File: src/rtl/apb_uart_regs_if.sv
// ---------------------------------------------------------------------------
// apb_uart_regs_if
//
// APB3 bus bundle between the system APB bridge (master) and the UART
// register front-end (slave).
//
// Signals:
//   psel     - slave select
//   penable  - ACCESS phase marker
//   pwrite   - 1 = write, 0 = read
//   paddr    - byte address (ADDR_W bits)
//   pwdata   - write data
//   prdata   - read data, driven by the slave
//   pready   - transfer complete, driven by the slave
//   pslverr  - error response, valid while pready=1
// ---------------------------------------------------------------------------
interface apb_uart_regs_if #(
    parameter int ADDR_W = 4
);
    logic              psel;
    logic              penable;
    logic              pwrite;
    logic [ADDR_W-1:0] paddr;
    logic [31:0]       pwdata;
    logic [31:0]       prdata;
    logic              pready;
    logic              pslverr;

    modport master (
        output psel, penable, pwrite, paddr, pwdata,
        input  prdata, pready, pslverr
    );

    modport slave (
        input  psel, penable, pwrite, paddr, pwdata,
        output prdata, pready, pslverr
    );
endinterface

File: src/rtl/apb_uart_regs.sv
// ---------------------------------------------------------------------------
// apb_uart_regs
//
// APB3 slave register front-end for the UART controller. Turns CPU bus
// transfers into single-cycle push/pop strobes on the UART TX/RX FIFOs and
// holds the baud divisor, interrupt enables and sticky error flags.
//
// Register map (paddr[3:2]):
//   0 DATA   write pushes pwdata[7:0] to TX, read pops the RX head byte
//   1 STATUS RO: {rx_underflow, tx_drop, rx_empty, rx_full, tx_empty, tx_full}
//   2 BAUD   RW: baud divisor [BAUD_W-1:0]
//   3 CTRL   RW: bit0 rx_ie, bit1 tx_ie; write 1 to bit4/bit5 clears
//            tx_drop / rx_underflow (these bits read as 0)
//
// Ports:
//   clk               system clock, rising edge
//   reset             asynchronous, active-low reset
//   apb               APB3 slave modport (psel/penable/pwrite/paddr/pwdata in,
//                     prdata/pready/pslverr out)
//   tx_fifo_dataIn    byte pushed to the TX FIFO
//   tx_fifo_writeEn   one-cycle TX push strobe
//   tx_fifo_full      TX FIFO full
//   tx_fifo_empty     TX FIFO empty
//   rx_fifo_readEn    one-cycle RX pop strobe
//   rx_fifo_dataOut   RX FIFO head byte (show-ahead)
//   rx_fifo_empty     RX FIFO empty
//   rx_fifo_full      RX FIFO full
//   baud_final_value  baud divisor for the UART baud generator
//   irq               registered level interrupt
// ---------------------------------------------------------------------------
module apb_uart_regs #(
    parameter int ADDR_W   = 4,
    parameter int BAUD_W   = 11,
    parameter int BAUD_RST = 650
) (
    input  logic              clk,
    input  logic              reset,
    apb_uart_regs_if.slave    apb,
    output logic [7:0]        tx_fifo_dataIn,
    output logic              tx_fifo_writeEn,
    input  logic              tx_fifo_full,
    input  logic              tx_fifo_empty,
    output logic              rx_fifo_readEn,
    input  logic [7:0]        rx_fifo_dataOut,
    input  logic              rx_fifo_empty,
    input  logic              rx_fifo_full,
    output logic [BAUD_W-1:0] baud_final_value,
    output logic              irq
);

    typedef enum logic {
        IDLE = 1'b0,
        RESP = 1'b1
    } state_t;

    localparam logic [1:0] REG_DATA   = 2'd0;
    localparam logic [1:0] REG_STATUS = 2'd1;
    localparam logic [1:0] REG_BAUD   = 2'd2;
    localparam logic [1:0] REG_CTRL   = 2'd3;

    state_t            state_q;
    state_t            state_d;

    logic [ADDR_W-1:0] addr;
    logic [1:0]        reg_sel;
    logic              access;

    logic [BAUD_W-1:0] baud_q;
    logic              rx_ie_q;
    logic              tx_ie_q;
    logic              tx_drop_q;
    logic              rx_underflow_q;
    logic [31:0]       prdata_q;
    logic              pslverr_q;
    logic              irq_q;

    logic              tx_push;
    logic              rx_pop;
    logic              err;
    logic [31:0]       rdata;
    logic              set_tx_drop;
    logic              set_rx_underflow;
    logic              wr_baud;
    logic              wr_ctrl;

    logic              unused_bits;

    assign addr    = apb.paddr;
    assign reg_sel = addr[3:2];

    // Byte-lane bits and upper address/data bits are not decoded.
    assign unused_bits = ^{1'b0, addr, apb.pwdata};

    // State register. Reset drops the FSM back to IDLE at once, even in
    // the middle of a transfer.
    always_ff @(posedge clk or negedge reset) begin
        if (!reset) begin
            state_q <= IDLE;
        end else begin
            state_q <= state_d;
        end
    end

    // Next state. Only the first ACCESS cycle seen in IDLE starts a
    // transfer; RESP always lasts exactly one cycle so every transfer gets a
    // single wait state. Gating with reset keeps strobes low while reset is
    // asserted, since IDLE is the state in which strobes are produced.
    always_comb begin
        state_d = state_q;
        access  = 1'b0;
        case (state_q)
            IDLE: begin
                if (reset && apb.psel && apb.penable) begin
                    access  = 1'b1;
                    state_d = RESP;
                end
            end
            RESP: begin
                state_d = IDLE;
            end
            default: begin
                state_d = IDLE;
            end
        endcase
    end

    // Register decode for the access cycle: side-effect strobes, the read
    // value to capture and whether the transfer answers with an error.
    always_comb begin
        tx_push          = 1'b0;
        rx_pop           = 1'b0;
        err              = 1'b0;
        rdata            = 32'h0;
        set_tx_drop      = 1'b0;
        set_rx_underflow = 1'b0;
        wr_baud          = 1'b0;
        wr_ctrl          = 1'b0;
        if (access) begin
            case (reg_sel)
                REG_DATA: begin
                    if (apb.pwrite) begin
                        if (tx_fifo_full) begin
                            set_tx_drop = 1'b1;
                            err         = 1'b1;
                        end else begin
                            tx_push = 1'b1;
                        end
                    end else begin
                        if (rx_fifo_empty) begin
                            set_rx_underflow = 1'b1;
                            err              = 1'b1;
                        end else begin
                            rx_pop = 1'b1;
                            rdata  = {24'h0, rx_fifo_dataOut};
                        end
                    end
                end
                REG_STATUS: begin
                    if (apb.pwrite) begin
                        err = 1'b1;
                    end else begin
                        rdata = {26'h0, rx_underflow_q, tx_drop_q,
                                 rx_fifo_empty, rx_fifo_full,
                                 tx_fifo_empty, tx_fifo_full};
                    end
                end
                REG_BAUD: begin
                    if (apb.pwrite) begin
                        wr_baud = 1'b1;
                    end else begin
                        rdata = {{(32-BAUD_W){1'b0}}, baud_q};
                    end
                end
                default: begin
                    if (apb.pwrite) begin
                        wr_ctrl = 1'b1;
                    end else begin
                        rdata = {30'h0, tx_ie_q, rx_ie_q};
                    end
                end
            endcase
        end
    end

    // Response capture. pslverr is reloaded every cycle, so it is only ever
    // high during the RESP cycle following an erroring access. prdata holds
    // its last captured value between transfers.
    always_ff @(posedge clk or negedge reset) begin
        if (!reset) begin
            prdata_q  <= 32'h0;
            pslverr_q <= 1'b0;
        end else begin
            pslverr_q <= err;
            if (access) begin
                prdata_q <= rdata;
            end
        end
    end

    // Configuration registers and sticky error flags. A flag set takes
    // priority over a clear, although a single transfer cannot do both.
    always_ff @(posedge clk or negedge reset) begin
        if (!reset) begin
            baud_q         <= BAUD_W'(BAUD_RST);
            rx_ie_q        <= 1'b0;
            tx_ie_q        <= 1'b0;
            tx_drop_q      <= 1'b0;
            rx_underflow_q <= 1'b0;
        end else begin
            if (wr_baud) begin
                baud_q <= apb.pwdata[BAUD_W-1:0];
            end
            if (wr_ctrl) begin
                rx_ie_q <= apb.pwdata[0];
                tx_ie_q <= apb.pwdata[1];
            end
            tx_drop_q      <= set_tx_drop |
                              (tx_drop_q & ~(wr_ctrl & apb.pwdata[4]));
            rx_underflow_q <= set_rx_underflow |
                              (rx_underflow_q & ~(wr_ctrl & apb.pwdata[5]));
        end
    end

    // Interrupt is registered, so it follows FIFO level changes one cycle
    // later and sticky flag sets two cycles after the erroring access.
    always_ff @(posedge clk or negedge reset) begin
        if (!reset) begin
            irq_q <= 1'b0;
        end else begin
            irq_q <= (rx_ie_q & ~rx_fifo_empty) | (tx_ie_q & tx_fifo_empty) |
                     tx_drop_q | rx_underflow_q;
        end
    end

    assign apb.prdata       = prdata_q;
    assign apb.pready       = (state_q == RESP);
    assign apb.pslverr      = pslverr_q;
    assign tx_fifo_writeEn  = tx_push;
    assign tx_fifo_dataIn   = tx_push ? apb.pwdata[7:0] : 8'h00;
    assign rx_fifo_readEn   = rx_pop;
    assign baud_final_value = baud_q;
    assign irq              = irq_q;

endmodule

File: src/flat_wrapper.sv
// flat-port wrapper written by rule: the top's interface ports become plain ports
module apb_uart_regs_flat 
#(
    parameter int ADDR_W   = 4,
    parameter int BAUD_W   = 11,
    parameter int BAUD_RST = 650
)
  (clk, reset, tx_fifo_dataIn, tx_fifo_writeEn, tx_fifo_full, tx_fifo_empty, rx_fifo_readEn, rx_fifo_dataOut, rx_fifo_empty, rx_fifo_full, baud_final_value, irq, apb_psel, apb_penable, apb_pwrite, apb_paddr, apb_pwdata, apb_prdata, apb_pready, apb_pslverr);
  apb_uart_regs_if #(.ADDR_W(ADDR_W)) apb_i ();
  input  logic clk;
  input  logic reset;
  output logic [7:0] tx_fifo_dataIn;
  output logic tx_fifo_writeEn;
  input  logic tx_fifo_full;
  input  logic tx_fifo_empty;
  output logic rx_fifo_readEn;
  input  logic [7:0] rx_fifo_dataOut;
  input  logic rx_fifo_empty;
  input  logic rx_fifo_full;
  output logic [BAUD_W-1:0] baud_final_value;
  output logic irq;
  input wire logic [$bits(apb_i.psel)-1:0] apb_psel;
  input wire logic [$bits(apb_i.penable)-1:0] apb_penable;
  input wire logic [$bits(apb_i.pwrite)-1:0] apb_pwrite;
  input wire logic [$bits(apb_i.paddr)-1:0] apb_paddr;
  input wire logic [$bits(apb_i.pwdata)-1:0] apb_pwdata;
  output wire logic [$bits(apb_i.prdata)-1:0] apb_prdata;
  output wire logic [$bits(apb_i.pready)-1:0] apb_pready;
  output wire logic [$bits(apb_i.pslverr)-1:0] apb_pslverr;
  assign apb_i.psel = apb_psel;
  assign apb_i.penable = apb_penable;
  assign apb_i.pwrite = apb_pwrite;
  assign apb_i.paddr = apb_paddr;
  assign apb_i.pwdata = apb_pwdata;
  assign apb_prdata = apb_i.prdata;
  assign apb_pready = apb_i.pready;
  assign apb_pslverr = apb_i.pslverr;
  apb_uart_regs #(.ADDR_W(ADDR_W), .BAUD_W(BAUD_W), .BAUD_RST(BAUD_RST)) u_core (.clk(clk), .reset(reset), .apb(apb_i), .tx_fifo_dataIn(tx_fifo_dataIn), .tx_fifo_writeEn(tx_fifo_writeEn), .tx_fifo_full(tx_fifo_full), .tx_fifo_empty(tx_fifo_empty), .rx_fifo_readEn(rx_fifo_readEn), .rx_fifo_dataOut(rx_fifo_dataOut), .rx_fifo_empty(rx_fifo_empty), .rx_fifo_full(rx_fifo_full), .baud_final_value(baud_final_value), .irq(irq));
endmodule
File: config.mk
export PLATFORM = sky130hd
export DESIGN_NAME = apb_uart_regs_flat
export DESIGN_NICKNAME = d
export VERILOG_FILES = /design/src/rtl/apb_uart_regs_if.sv /design/src/rtl/apb_uart_regs.sv /design/src/flat_wrapper.sv
export SDC_FILE = /design/constraint.sdc
export NUM_CORES = 1
export LEC_CHECK = 0
export ABC_CLOCK_PERIOD_IN_PS = 2120
export CAP_MARGIN = 10
export CORE_ASPECT_RATIO = 1.1
export CORE_MARGIN = 2
export CORE_UTILIZATION = 36
export DETAILED_ROUTE_END_ITERATION = 8
export PLACE_DENSITY = 0.82
export REMOVE_ABC_BUFFERS = 1
export SKIP_LAST_GASP = 1
export SYNTH_ARGS = -nofsm -noshare
export SYNTH_HDL_FRONTEND = slang
export SYNTH_SLANG_ARGS = --single-unit
File: constraint.sdc
create_clock -name clk -period 2.12 [get_ports clk]
set_clock_uncertainty 0.2 [all_clocks]
set_input_delay 0.318 -clock clk [delete_from_list [all_inputs] [get_ports clk]]
set_output_delay 0.318 -clock clk [all_outputs]
set_load 0.05 [all_outputs]
---- Yosys cells after proc, flatten, opt, wreduce, memory -nomap -nowiden ----
Index checks and enable logic that the tools add are counted.
Widths: inputs -> output; s select.
word-level totals
  output and inout port bits .............. 56
  register bits ........................... 50
  input bits .............................. 53
  logic and storage cells ................. 64
cells by class
  equal/unequal tests ..................... 2
  reduce and logical (&&, ||, !) cells .... 4
  muxes and demuxes ....................... 34
  bitwise logic cells ..................... 15
operator list
  operator            number
  $pmux 32 s3         1
  $mux 32             1
  $mux 1              25
  $mux 8              2
  $mux 11             1
  $and 1x1->1         6
  $mux 6              1
  $or 1x1->1          5
  $not 1->1           4
  $pmux 1 s2          2
  $reduce_or 3->1     1
  $eq 2x1->1 const B  1
  $eq 2x2->1 const B  1
  $logic_and 1x1->1   2
  $logic_not 2->1     1
  $mux 2              1

---- Depth between registers and ports, before layout ----
Gate-level depths: netlist of the first run.
  word-level depth ........................ 9
  depth in mapped cells ................... 6
  depth with buffers taken out ............ 5

---- Worst setup path after synthesis of the first run ----
OpenSTA, ideal clock, no wires.
  kind .................................... register to output
  from .................................... reg u_core.state_q (netlist: u_core.apb.pready)
  to ...................................... out tx_fifo_dataIn[0]
  cell stages (with the launch flop) ...... 7
  buffers on the path ..................... 1
  arrival time ............................ 2,304 ps
  required time ........................... 1,602 ps
  setup slack ............................. -702 ps
  cell sequence ........................... dfrtp_1 -> nand4b_4 -> inv_2 -> buf_4 -> nand2_2 -> nor4_4 -> and2_1
between the ends
  longest elaborated chain between the ends .. 3
ends and longest elaborated chain
  what                       line                  RTL
  from (decl)                apb_uart_regs.sv:61   state_t state_q;
  from (signal assigned)     apb_uart_regs.sv:100  state_q <= state_d;
  $mux 1                     apb_uart_regs.sv:111  case (state_q)
  named net u_core.access    apb_uart_regs.sv:66   logic access;
  $mux 1                     apb_uart_regs.sv:138  if (access) begin
  named net tx_fifo_writeEn  flat_wrapper.sv:13    output logic tx_fifo_writeEn;
  $mux 8                     apb_uart_regs.sv:239  assign tx_fifo_dataIn = tx_push ? apb.pwdata[7:0] : 8'h00;
  to (decl)                  flat_wrapper.sv:12    output logic [7:0] tx_fifo_dataIn;
The timed path passes the listed nets, and every way through them passes these cells.

---- Worst setup path in the final report of the first run ----
  from .................................... reg u_core.state_q (netlist: u_core.apb.pready)
  to ...................................... out tx_fifo_dataIn[4]
between the ends
  longest elaborated chain between the ends .. 3
ends and longest elaborated chain
  what    line
  $mux 1  apb_uart_regs.sv:111
  $mux 1  apb_uart_regs.sv:138
  $mux 8  apb_uart_regs.sv:239
Every way passes these cells.

==> summary.txt, run 1 <==
Status -> finished with violations
Failing checks -> negative setup slack
Post-route setup slack -> -0.0248 ns
TritonCTS sink count -> 29
Slew Viols, Final -> 0
Die span in y -> 74.8 um
Fmax -> 466 MHz
WHS -> 0.0539 ns
First-pass GRT wire length -> 6270 um
CP Max Fanout -> 3
Rows -> 25
RSZ-0062 raised after global routing -> true
Crit-path max cell delay -> 0.38 ns
Clk_lat worst skew -> 0.28 ns
Top-count cell post-synth -> dfrtp_1
Initial antenna violation count -> 0
Post-synth top flop -> dfrtp_1
Crit-path slowest cell -> dfrtp_1
Beginning of the worst register-to-register path -> u_core.apb.pready$_DFF_PN0_
Synth Instances -> 155
Area of the multi-input gates -> 796 sq um
Worst r2r dst -> u_core.baud_final_value[5]$_DFFE_PN0P_
Synth cell types -> 35
Vias -> 1,462
Ys async rst share -> 1.00
PortBufs -> 64
Setup crit end kind -> output pin
Crit path launch type -> register
Fillcell total -> 364
CTS Buffer Depth -> 2
Top post-synthesis cells by area -> dfrtp_1 38%, buf_4 11%, mux2_4 9.2%, dfstp_2 6.4%, and2_1 3.4%
Final setup fails -> 8
Final GP Congestion -> 0.850
Routed Antenna Nets -> 0
Post-synth top area cell -> dfrtp_1
Synth Cell Area -> 1640 sq um
Setup CP Type -> reg2out
Root Driver -> clkbuf_8
I/O pin count -> 109
Ys Warns -> 0
Hold Path Class -> in2async
DR iter-0 viols -> 58
Number of global-route vias before repair -> 1,376
Drt wl/cell -> 13.6 um
Reg2Reg Depth -> 9
Final count of hold timing violations -> 0
Pwr dens -> 695 nW/um^2
DRC violations left -> 0
Leak -> 1.24 nW
HPWL Detailed -> 3120 um
Synth top area share -> 0.382
Top cells by count, synth -> 25 x dfrtp_1, 23 x buf_4, 11 x nand2_1, 10 x mux2_4, 10 x o21ai_0
Pre-Repair DR Iteration Count -> 4
EDFF count, synth -> 0
Die W -> 68.3 um
Avg Vias per Cell -> 4.92
WL final -> 4050 um
Congestion Overflow GR -> 0
Cts hold-fix bufs -> 0
Dpl cells -> 286
Die area -> 5110 sq um
Non-Filler Instances -> 297
Minimum clock period -> 2.14 ns
Pin count of the biggest net entering global routing -> 30
Worst Path Arrival -> 1.63 ns
CTS Buf Count -> 5
H-tree depth -> 2
Share of layout cells above drive strength 1 -> 0.325
NumNets Final -> 295
Avg Inst Size Synth -> 10.6 sq um
Clk slew on worst S/H paths -> 0.06 ns
Total GRT Usage -> 0.168
Cell Chain, Critical Path -> nand4b_4 -> inv_2 -> nand2_4 -> nor4_4 -> buf_4 -> and2_4 -> buf_12
Crit path max-delay family -> simple AND/OR/NAND/NOR gates
Reg2reg setup slack -> 0.09 ns
Seq. cell area -> 731 sq um
Placement Setup Slack -> -0.191 ns
Initial Utilization -> 0.377
Sequential area share after synthesis -> 0.446
Layout area overhead -> 59.8%
TritonCTS clock tree -> yes
Worst IR drop on VDD -> 281 uV
Setup TNS Final -> -0.135 ns
Max-cap violations -> 0
Worst slew pin tran -> 0.522 ns
Core area -> 4350 sq um
Worst Path Buf+Inv -> 3
Flops & latches, synth -> 29
Rel. slew slack -> 0.651
# diodes -> 0
Fin crit share -> 1.01
Required time of the critical path -> 1.60 ns
## cells by family (layout without fill, tap and decap cells)
| logic type | Yosys count | count (layout) | synth area share |
|---|---|---|---|
| flip-flops | 29 | 29 | 0.446 |
| AND/OR/NAND/NOR | 41 | 41 | 0.153 |
| AO/OA/AOI/OAI | 37 | 37 | 0.145 |
| multiplexers | 14 | 14 | 0.118 |
| other | 1 | 21 | 0.00229 |
| buffers and inverters | 33 | 101 | 0.135 |
## repair_timing
action / in CTS / in global routing
cloned: 0 / 0
endpoints found under the setup margin: 9 / 10
pin swaps: 6 / 3
gates resized for setup: 11 / 7
setup buffers: 2 / 1
## through the flow
step                instance area [sq um]  power (W)   util
global route                         2620    0.00191  0.602
floorplan                            1510    0.00113      -
CTS                                  2580    0.00184  0.595
finish                               2620    0.00182  0.602
global placement                     2470    0.00138  0.568
detailed placement                   2470    0.00139  0.568
## worst register-to-register path, stage by stage, from the launching register on
cell and delay (ns):
dfrtp_1 0.38, nand4b_4 0.17, inv_2 0.10, buf_4 0.11, buf_4 0.08, buf_4 0.15
and2_4 0.16, nand3_2 0.08, buf_4 0.19, mux2_4 0.30
## cell type report
class	count	share of cell area
inverters	4	0.00573
repair buffers	89	0.354
clock inverters	2	0.00382
multi-input cells	113	0.304
flip-flops and latches	29	0.279
well taps	54	0.0258
clock buffers	6	0.0277
## metal layers
layer  part of all wire  global-route usage
met1               0.40               0.195
met2               0.51               0.291
met3              0.070              0.0389
met4              0.021              0.0800
met5                  0                   0
## registers in the layout, indices dropped and copies added (netlist names)
name,flops
u_core.irq,1
u_core.apb.pslverr,1
u_core.tx_ie_q,1
u_core.rx_ie_q,1
u_core.apb.pready,1
u_core.rx_underflow_q,1
u_core.baud_final_value,11
u_core.tx_drop_q,1
u_core.apb.prdata,11
## power by group
part | switching [W] | leakage, nW | total (W) | internal [W]
clock | 0.000208 | 0.0450 | 0.000434 | 0.000227
combinational | 0.000439 | 0.819 | 0.000696 | 0.000258
sequential | 0.0000521 | 0.373 | 0.000690 | 0.000638
total | 0.000698 | 1.24 | 0.00182 | 0.00112
## cells in the final DEF, fill, tap and decap left out
cell	count
clkdlybuf4s50_1	45
buf_4	27
dfrtp_1	25
conb_1	21
nand2_1	11
and2_4	10
o21ai_0	10
mux2_4	10
buf_12	10
a21oi_1	7
nand3_1	6
nor2_1	6
a31oi_1	5
a22o_1	5
clkbuf_8	5
dfstp_2	4
inv_1	3
a211oi_1	3
mux2_2	3
dlygate4sd2_1	3
a22oi_1	2
a21o_1	2
clkinv_2	2
dlymetal6s2s_1	2
buf_6	2
nand4b_4	1
inv_2	1
nand2_4	1
nor4_4	1
nor4_2	1
nand3_2	1
nor4b_1	1
nor4bb_1	1
a21boi_0	1
a211o_1	1
nor2b_1	1
o2111ai_1	1
mux2i_1	1
clkbuf_1	1
## worst max path at each step
stage	from	endpoint	slack (ns)	depth (start not counted)
2_1_floorplan	u_core.apb.pready$_DFF_PN0_	tx_fifo_dataIn[0]	-0.74	5
3_3_place_gp	reset	tx_fifo_dataIn[7]	-0.21	8
3_5_place_dp	reset	tx_fifo_dataIn[7]	-0.19	8
4_1_cts	u_core.apb.pready$_DFF_PN0_	tx_fifo_dataIn[6]	-0.11	7
5_1_grt	u_core.apb.pready$_DFF_PN0_	tx_fifo_dataIn[6]	-0.1	7
6_report	u_core.apb.pready$_DFF_PN0_	tx_fifo_dataIn[4]	-0.02	7
Power figures use the tool's default switching activity.
==> run 2: changes to the inputs <==
CORE_ASPECT_RATIO = unset   (was 1.1)
==> run 2 against run 1 <==
Against the previous run:
- the flow still finishes with violations (negative setup slack)
- cell area increased by 0.19%
- routed wire length increased by 6.5%
- sequential share of layout area decreased by 0.053 points
- largest cell class unchanged
- largest power group unchanged
- highest routed layer unchanged
==> summary.txt, run 2 (same netlist as run 1, synthesis figures left out) <==
Post-route setup slack -> -0.162 ns (-0.137 ns)
Rows -> 24 (-4.0%)
Fin crit share -> 1.08 (+0.0646)
Cell Chain, Critical Path -> clkdlybuf4s50_1 -> nor4_4 -> buf_4 -> and2_4 -> buf_12
Crit path max-delay family -> buffers and inverters
Final GP Congestion -> 0.805 (-5.3%)
Fmax -> 438 MHz (-6.0%)
DR iter-0 viols -> 73 (+26%)
Crit path launch type -> input port
Pin count of the biggest net entering global routing -> 30 (unchanged)
Final Cell Area -> 2620 sq um (+0.19%)
WL final -> 4310 um (+6.5%)
NumNets Final -> 298 (+1.0%)
Clk slew on worst S/H paths -> 0.06 ns (about the same)
Final count of hold timing violations -> 0 (unchanged)
WHS -> 0.111 ns (+0.0567 ns)
Drt wl/cell -> 14.5 um (+6.2%)
CP Max Fanout -> 6 (+3)
Dpl cells -> 286 (unchanged)
Core area -> 4380 sq um (+0.83%)
Clk_lat worst skew -> 0.28 ns (about the same)
Seq. cell area -> 731 sq um (unchanged)
Worst r2r dst -> u_core.baud_final_value[10]$_DFFE_PN0P_
Die W -> 71.5 um (+4.6%)
Minimum clock period -> 2.28 ns (+0.137 ns)
Layout area overhead -> 60.1%
Leading cell types in the layout, fill and taps excluded -> 46 x clkdlybuf4s50_1, 32 x buf_4, 25 x dfrtp_1
Rel. slew slack -> 0.649 (-0.00197)
Number of global-route vias before repair -> 1,418 (+3.1%)
TritonCTS clock tree -> yes
RSZ-0062 raised after global routing -> true
Worst Path Buf+Inv -> 3 (unchanged)
Beginning of the worst register-to-register path -> u_core.apb.pready$_DFF_PN0_
Pwr dens -> 692 nW/um^2 (-0.44%)
Root Driver -> clkbuf_8
Commonest non-fill, non-tap cell in the layout -> clkdlybuf4s50_1
Die area -> 5110 sq um (about the same)
Non-Filler Instances -> 298 (+0.34%)
CTS Buf Count -> 5 (unchanged)
I/O pin count -> 109 (unchanged)
TritonCTS sink count -> 29 (unchanged)
Avg Vias per Cell -> 4.87 (-1.1%)
Cts hold-fix bufs -> 0 (unchanged)
Reg2reg setup slack -> 0.20 ns (+0.11 ns)
DRC violations left -> 0 (unchanged)
CTS Buffer Depth -> 2 (unchanged)
Total GRT Usage -> 0.179 (+0.0108)
PortBufs -> 64 (unchanged)
Leak -> 1.23 nW (-0.55%)
Required time of the critical path -> 1.60 ns (about the same)
# diodes -> 0 (unchanged)
Pre-Repair DR Iteration Count -> 4 (unchanged)
Failing checks -> negative setup slack
Worst Path Arrival -> 1.76 ns (+0.13 ns)
Initial Utilization -> 0.374 (-0.00312)
H-tree depth -> 2 (unchanged)
Setup crit end kind -> output pin
HPWL Detailed -> 3300 um (+5.6%)
First-pass GRT wire length -> 7090 um (+13%)
Max-cap violations -> 0 (unchanged)
Setup CP Type -> in2out
Hold Path Class -> in2async
Area of the multi-input gates -> 793 sq um (-0.31%)
Die span in y -> 71.5 um (-4.4%)
Routed Antenna Nets -> 0 (unchanged)
Vias -> 1,451 (-0.75%)
Crit-path slowest cell -> clkdlybuf4s50_1
Fillcell total -> 368 (+1.1%)
Slew Viols, Final -> 0 (unchanged)
Power consumption -> 0.00182 W (-0.25%)
Crit-path max cell delay -> 0.53 ns (+0.15 ns)
Worst slew pin tran -> 0.525 ns (+0.00295 ns)
Initial antenna violation count -> 0 (unchanged)
Congestion Overflow GR -> 0 (unchanged)
Worst IR drop on VDD -> 407 uV (+45%)
Reg2Reg Depth -> 7 (-2)
Final setup fails -> 10 (+2)
Placed cell area -> 2480 sq um (+0.51%)
Status -> finished with violations
Share of layout cells above drive strength 1 -> 0.321 (-0.00396)
run 2: area by class of cell:
cell class	instances	area share
inverter	4	0.00572
multi-input combinational	113	0.302
tap	52	0.0248
clock buffer	8	0.0305
sequential	29	0.278
timing repair buffer	92	0.358
run 2: how the worst max path moves through the flow:
stage / to / slack (ns) / cells past startpoint / from
2_1_floorplan: tx_fifo_dataIn[0] / -0.74 / 5 / u_core.apb.pready$_DFF_PN0_
3_3_place_gp: tx_fifo_dataIn[0] / -0.29 / 8 / reset
3_5_place_dp: tx_fifo_dataIn[6] / -0.33 / 8 / reset
4_1_cts: tx_fifo_dataIn[0] / -0.20 / 7 / u_core.apb.pready$_DFF_PN0_
5_1_grt: tx_fifo_dataIn[1] / -0.21 / 7 / u_core.apb.pready$_DFF_PN0_
6_report: tx_fifo_dataIn[0] / -0.16 / 5 / apb_paddr[2]
run 2: timing repair:
| action | in CTS | in global routing |
|---|---|---|
| endpoints found under the setup margin | 10 | 10 |
| buffers inserted | 2 | 2 |
| gates resized for setup | 11 | 3 |
| pin swaps | 5 | 1 |
run 2: report_power, final:
group	internal [W]	switching [W]	total [W]
clock	0.000232	0.000192	0.000425
sequential	0.000638	0.0000522	0.000690
combinational	0.000259	0.000442	0.000701
total	0.00113	0.000686	0.00182
run 2: per-layer routing:
metal  vias up  GRT usage  wire [um]
met5         -          0          0
li1        682          -          -
met4         0     0.0629         55
met2        68      0.299       2230
met1       695      0.226       1690
met3         6     0.0450        336
run 2: per-stage QoR:
stage | worst slack, ns | utilization | TNS (ns)
global placement | -0.285 | 0.566 | -4.75
floorplan | -0.741 | - | -6.84
detailed placement | -0.330 | 0.566 | -5.45
global route | -0.209 | 0.598 | -1.80
finish | -0.162 | 0.598 | -1.36
CTS | -0.199 | 0.592 | -1.75
